==> src/rtl/range_stats.sv <==
// rtl/range_stats.sv - min/max/range/count statistics over a go/finish delimited sample sequence
module range_stats #(
  parameter int WIDTH     = 16,
  parameter int CNT_WIDTH = 8,
  parameter bit SIGNED    = 1'b0
) (
  input  logic                 clock,
  input  logic                 reset,
  input  logic [WIDTH-1:0]     data_in,
  input  logic                 data_valid,
  input  logic                 go,
  input  logic                 finish,
  output logic [WIDTH:0]       range,
  output logic [WIDTH-1:0]     min_out,
  output logic [WIDTH-1:0]     max_out,
  output logic [CNT_WIDTH-1:0] count,
  output logic                 done,
  output logic                 busy,
  output logic                 error,
  output logic [1:0]           err_code,
  output logic                 cnt_sat
);

  typedef enum logic [1:0] {IDLE, RUN, ERR} state_t;

  localparam logic [CNT_WIDTH-1:0] CNT_MAX = {CNT_WIDTH{1'b1}};
  localparam logic [1:0] ERR_NONE  = 2'b00;
  localparam logic [1:0] ERR_PROTO = 2'b01;
  localparam logic [1:0] ERR_EMPTY = 2'b10;

  state_t               state_q, state_d;
  logic [WIDTH-1:0]     wmin_q, wmax_q, wmin_d, wmax_d;
  logic [CNT_WIDTH-1:0] wcnt_q, wcnt_d;
  logic                 wsat_q, wsat_d;

  // working values with the current sample folded in
  logic [WIDTH-1:0]     s_min, s_max;
  logic [CNT_WIDTH-1:0] s_cnt;
  logic                 s_sat;
  logic                 lt_min, gt_max;
  logic [1:0]           err_d;
  logic                 publish;
  logic [WIDTH:0]       s_range;

  always_comb begin
    if (SIGNED) begin
      lt_min = $signed(data_in) < $signed(wmin_q);
      gt_max = $signed(data_in) > $signed(wmax_q);
    end else begin
      lt_min = data_in < wmin_q;
      gt_max = data_in > wmax_q;
    end
  end

  always_comb begin
    s_min = wmin_q;
    s_max = wmax_q;
    s_cnt = wcnt_q;
    s_sat = wsat_q;
    if (data_valid) begin
      if (wcnt_q == '0) begin
        s_min = data_in;
        s_max = data_in;
      end else begin
        if (lt_min) s_min = data_in;
        if (gt_max) s_max = data_in;
      end
      if (wcnt_q == CNT_MAX) s_sat = 1'b1;
      else                   s_cnt = wcnt_q + CNT_WIDTH'(1);
    end
  end

  // extension keeps the difference exact in WIDTH+1 bits
  always_comb begin
    if (SIGNED) s_range = {s_max[WIDTH-1], s_max} - {s_min[WIDTH-1], s_min};
    else        s_range = {1'b0, s_max} - {1'b0, s_min};
  end

  always_comb begin
    state_d = state_q;
    err_d   = err_code;
    publish = 1'b0;
    wmin_d  = wmin_q;
    wmax_d  = wmax_q;
    wcnt_d  = wcnt_q;
    wsat_d  = wsat_q;
    if (go && finish) begin
      state_d = ERR;
      err_d   = ERR_PROTO;
    end else begin
      case (state_q)
        IDLE, ERR: begin
          if (go) begin
            state_d = RUN;
            err_d   = ERR_NONE;
            wmin_d  = data_valid ? data_in : '0;
            wmax_d  = data_valid ? data_in : '0;
            wcnt_d  = data_valid ? CNT_WIDTH'(1) : '0;
            wsat_d  = 1'b0;
          end else if (finish && state_q == IDLE) begin
            state_d = ERR;
            err_d   = ERR_PROTO;
          end
        end
        RUN: begin
          if (go) begin
            state_d = ERR;
            err_d   = ERR_PROTO;
          end else begin
            wmin_d = s_min;
            wmax_d = s_max;
            wcnt_d = s_cnt;
            wsat_d = s_sat;
            if (finish) begin
              if (s_cnt == '0) begin
                state_d = ERR;
                err_d   = ERR_EMPTY;
              end else begin
                state_d = IDLE;
                publish = 1'b1;
              end
            end
          end
        end
        default: state_d = IDLE;
      endcase
    end
  end

  always_ff @(posedge clock) begin
    if (reset) state_q <= IDLE;
    else       state_q <= state_d;
  end

  always_ff @(posedge clock) begin
    if (reset) begin
      wmin_q   <= '0;
      wmax_q   <= '0;
      wcnt_q   <= '0;
      wsat_q   <= 1'b0;
      range    <= '0;
      min_out  <= '0;
      max_out  <= '0;
      count    <= '0;
      cnt_sat  <= 1'b0;
      done     <= 1'b0;
      busy     <= 1'b0;
      error    <= 1'b0;
      err_code <= ERR_NONE;
    end else begin
      wmin_q   <= wmin_d;
      wmax_q   <= wmax_d;
      wcnt_q   <= wcnt_d;
      wsat_q   <= wsat_d;
      done     <= publish;
      busy     <= (state_d == RUN);
      error    <= (state_d == ERR);
      err_code <= err_d;
      if (publish) begin
        range   <= s_range;
        min_out <= s_min;
        max_out <= s_max;
        count   <= s_cnt;
        cnt_sat <= s_sat;
      end
    end
  end

endmodule

==> config.mk <==
export PLATFORM = sky130hd
export DESIGN_NAME = range_stats
export DESIGN_NICKNAME = d
export VERILOG_FILES = /design/src/rtl/range_stats.sv
export SDC_FILE = /design/constraint.sdc
export NUM_CORES = 1
export LEC_CHECK = 0
export CAP_MARGIN = 10
export CORE_ASPECT_RATIO = 0.9
export CORE_MARGIN = 1
export CORE_UTILIZATION = 40
export DETAILED_ROUTE_END_ITERATION = 12
export SLEW_MARGIN = 20
export SYNTH_ARGS = -nofsm -noshare
export SYNTH_HDL_FRONTEND = slang
export SYNTH_SLANG_ARGS = --single-unit
==> constraint.sdc <==
create_clock -name clock -period 11.3 [get_ports clock]
set_input_delay 1.13 -clock clock [delete_from_list [all_inputs] [get_ports clock]]
set_output_delay 1.13 -clock clock [all_outputs]
set_load 0.05 [all_outputs]
==> impl_results.rst <==
.. list-table::
   :header-rows: 1

   * - Metric
     - Value
   * - Outcome
     - finished, final reports clean
   * - DRC violations left
     - 0
   * - Path depth of the worst reg2reg path
     - 21
   * - Htree depth
     - 3
   * - Timing-limited maximum frequency
     - 148.8 MHz
   * - Synthesized area per cell
     - 8.138 µm²
   * - Average wire per standard cell
     - 16.65 µm
   * - # clock sinks
     - 106
   * - Capturing element type of the critical path
     - register
   * - Fin Clk Skew
     - 0.004691 ns
   * - ANT cells
     - 0
   * - Met3 track demand over resource in global routing
     - 4.409%
   * - Sum of internal, switching and leakage power
     - 0.9144 mW
   * - Peak VDD IR
     - 0.1072 mV
   * - Drt total wl
     - 16.45 mm
   * - Maximum buffer depth of the clock tree
     - 2
   * - Synthesized netlist cell count
     - 734
   * - Antenna Violating Nets Remaining
     - 0
   * - Class of the tightest hold or removal check
     - reg -> reg
   * - Final hold vios
     - 0
   * - Pre-CTS WS
     - 4.342 ns
   * - CP Max Fanout
     - 14
   * - Unrepaired setup endpoints after global routing
     - no
   * - Max-Cap Viols
     - 0
   * - R2r endpoint
     - range[15]
   * - Die span in x
     - 130.8 µm
   * - Detailed-routing iteration count for the pre-antenna-repair pass
     - 5
   * - Worst setup slack after layout
     - 4.581 ns
   * - Worst setup slack for register-to-register paths
     - 5.70 ns
   * - Growth of design area from synthesis to finish
     - 20.80%
   * - Classification of the worst setup path
     - in -> reg
   * - Total leakage power
     - 2.626 nW
   * - Vias in the first global route
     - 4,920
   * - Most heavily used metal layer in global routing
     - met1
   * - Register clock-pin slew on the reported worst setup and hold paths
     - 0.07 ns
   * - Period utilisation layout
     - 59.46%
   * - Sort of element at the start of the critical path
     - input port
   * - Fraction of layout cells with a size suffix above 1
     - 5.283%
   * - TritonCTS clock tree
     - built
   * - Initial standard-cell utilization of the core
     - 41.73%
   * - Leading cell type in the layout, fill and taps excluded
     - dfxtp_1
   * - Worst Hold Path Cells
     - 2
   * - Later-pin clock latency in the skew report
     - 0.36 ns
   * - DIE AREA
     - 0.01543 mm²
   * - Area of the mapped netlist
     - 0.005973 mm²
   * - Minimum clock period after layout
     - 6.719 ns
   * - Fill cell total of the finished layout
     - 1,379
   * - Post-synthesis net count
     - 803
   * - Core Area
     - 0.01431 mm²
   * - Commonest cells after routing, fill and taps aside
     - dfxtp_1 (106), nor2_1 (95), clkdlybuf4s50_1 (82), nand2_1 (80), a21oi_1 (53)
   * - Synth async-reset ratio
     - 0%
   * - Terminating pin of the worst hold path
     - max_out[15]
   * - Pin count of the biggest net entering global routing
     - 109
   * - Global-route met2 utilization
     - 30.16%
   * - Mean number of vias per cell
     - 5.596
   * - Via count
     - 5,529
   * - Origin of the worst min-delay path
     - max_out[15]
   * - Part of the Yosys area used for sequential elements
     - 35.53%
   * - Worst EP required
     - 11.55 ns
   * - TritonCTS buffer count
     - 9
   * - Post-cts gate resize count
     - 0
   * - Power density cells
     - 126.7 mW/mm²
   * - Final sum of negative setup slack
     - 0 ns
   * - Total placed cells including tap cells
     - 972
   * - Final count of negative-setup-slack endpoints
     - 0
   * - Distinct cells, synth
     - 67
   * - Final hold slack
     - 0.4551 ns
   * - Global-route usage over all layers
     - 21.97%
   * - Layout net count
     - 859
   * - Root buffer selected by CTS
     - clkbuf_16
   * - Total congestion overflow
     - 0
   * - Number of buffers inserted by hold repair at cts
     - 0
   * - Number of standard cells in the layout, taps in and fillers out
     - 988
   * - Worst-Margin Slew
     - 0.7949 ns
   * - Initial drt markers
     - 466
   * - Slew Limit Headroom
     - 47.01%
   * - Rows
     - 41
   * - EDFF count, synth
     - 0
   * - Yosys warns
     - 0
   * - M1 GR Usage
     - 33.79%
   * - Buffers inserted during post-CTS setup optimization
     - 0
   * - Synth Register Bits
     - 106
   * - DIE HEIGHT
     - 117.9 µm
   * - I/O pin count
     - 84
   * - Startpoint of the most critical register-to-register path
     - wmax_q[6]
   * - Number of max-slew violations in the final report
     - 0
   * - CP Data Arrival Time
     - 6.97 ns
   * - Number of I/O port buffers
     - 83
   * - First-pass GRT wire length
     - 26.28 mm
   * - Primary FF master, synth
     - dfxtp_1
   * - Antenna violations before repair
     - 0
   * - Sum of net half-perimeters after detailed placement
     - 12.17 mm
   * - Final GP Congestion
     - 0.9031
## per-layer routing
| metal | share of wire, % | up-vias |
|---|---|---|
| met4 | 1.5 | 0 |
| met3 | 6.0 | 20 |
| met2 | 41 | 161 |
| li1 | - | 2734 |
| met1 | 51 | 2614 |
| met5 | 0 | - |
## sequential cells by signal (all words and copies together) (netlist names)
signal and flops:
min_out 16, wmax_q 16, done 1, wcnt_q 8
state_q 2, count 8, busy 1, range 17
wmin_q 16, cnt_sat 1, max_out 16, err_code 2
error 1, wsat_q 1
## worst max-delay path: stages
cell and delay (ns):
clkdlybuf4s50_1 0.71, ha_1 0.50, nand4_1 0.12, nor4_2 0.27, a21boi_2 0.30, o41a_1 0.41, nor2_1 0.09, a21oi_1 0.36
inv_1 0.10, ha_1 0.28, nor2b_1 0.14, o211ai_1 0.23, a41oi_1 0.21, nor2_1 0.17, o22ai_1 0.10, a222oi_1 0.60
o21bai_1 0.19, maj3_2 0.38, a221oi_2 0.26, nor4_1 0.08, a311o_1 0.35
## final cells by class
cell class,instances,area [µm²],share of cell area [%]
multi-input cells,535,3483,48.27
flip-flops and latches,106,2122,29.41
repair buffers,90,884.6,12.26
well taps,193,241.5,3.347
clock buffers,9,225.2,3.121
inverters,48,180.2,2.497
clock inverters,7,78.83,1.092
## stage by stage
stage,util [%],cell area [µm²]
5_1_grt,50.42,7216
3_5_place_dp,48.26,6908
6_report,50.42,7216
4_1_cts,50.39,7212
2_1_floorplan,-,5973
3_3_place_gp,48.26,6908
## logic make-up (layout without fill, tap and decap cells)
| logic type | Yosys count | after routing | share of synthesized area (%) |
|---|---|---|---|
| flops | 106 | 106 | 35.53 |
| fa+ha+maj | 52 | 52 | 10.89 |
| buf+inv | 93 | 154 | 6.179 |
| compound gates | 206 | 206 | 23.31 |
| simple gates | 239 | 239 | 17.93 |
| mux | 21 | 21 | 3.666 |
| xor+xnor | 17 | 17 | 2.493 |
## power breakdown
| part | switching, mW | internal (mW) |
|---|---|---|
| sequential | 0.00720 | 0.382 |
| combinational | 0.124 | 0.0766 |
| clock | 0.150 | 0.174 |
| total | 0.282 | 0.633 |
## how the worst max path moves through the flow
stage | from | end | slack, ns
global route | data_in[6] | range[15] | 4.08
finish | data_in[6] | range[15] | 4.58
global placement | data_in[6] | range[15] | 4.64
CTS | data_in[6] | range[15] | 4.65
detailed placement | data_in[6] | range[15] | 4.34
floorplan | data_in[15] | range[13] | 5.47
## cells in the mapped netlist (2+ instances only)
cell type  number  area share [%]
and2_1          3            0.31
and3_1          4            0.42
nor2_1         95             6.0
mux2i_1        16             2.7
o21bai_1        2            0.25
a31o_2          2            0.29
nand2_1        80             5.0
ha_1           47             9.8
a32oi_1         2            0.29
dfxtp_1       106              36
xor2_1          8             1.2
xnor2_1         9             1.3
a22oi_1        36             4.5
clkbuf_1       35             2.2
o21a_1          5            0.63
maj3_1          2            0.34
o21ai_0        28             2.3
mux2_2          4            0.75
o211ai_1        8             1.0
and4_1          3            0.44
o22ai_1         2            0.21
inv_1          48             3.0
nor3_1         13             1.1
a311o_1         2            0.34
a41oi_1         2            0.29
nand4_1        11             1.2
a31oi_1         5            0.52
a21oi_1        53             4.4
o21ai_1         3            0.25
buf_2           4            0.34
a211oi_1       31             3.9
buf_1           4            0.25
a21o_1          5            0.63
a41o_1          2            0.34
maj3_2          2            0.38
o31ai_1         2            0.25
o211a_1         2            0.34
nand2b_1        3            0.31
buf_6           2            0.38
nor2b_1         6            0.63
nand3_1         8            0.67
or3_1           3            0.31
nor4b_1         2            0.29
Power figures use the tool's default switching activity.
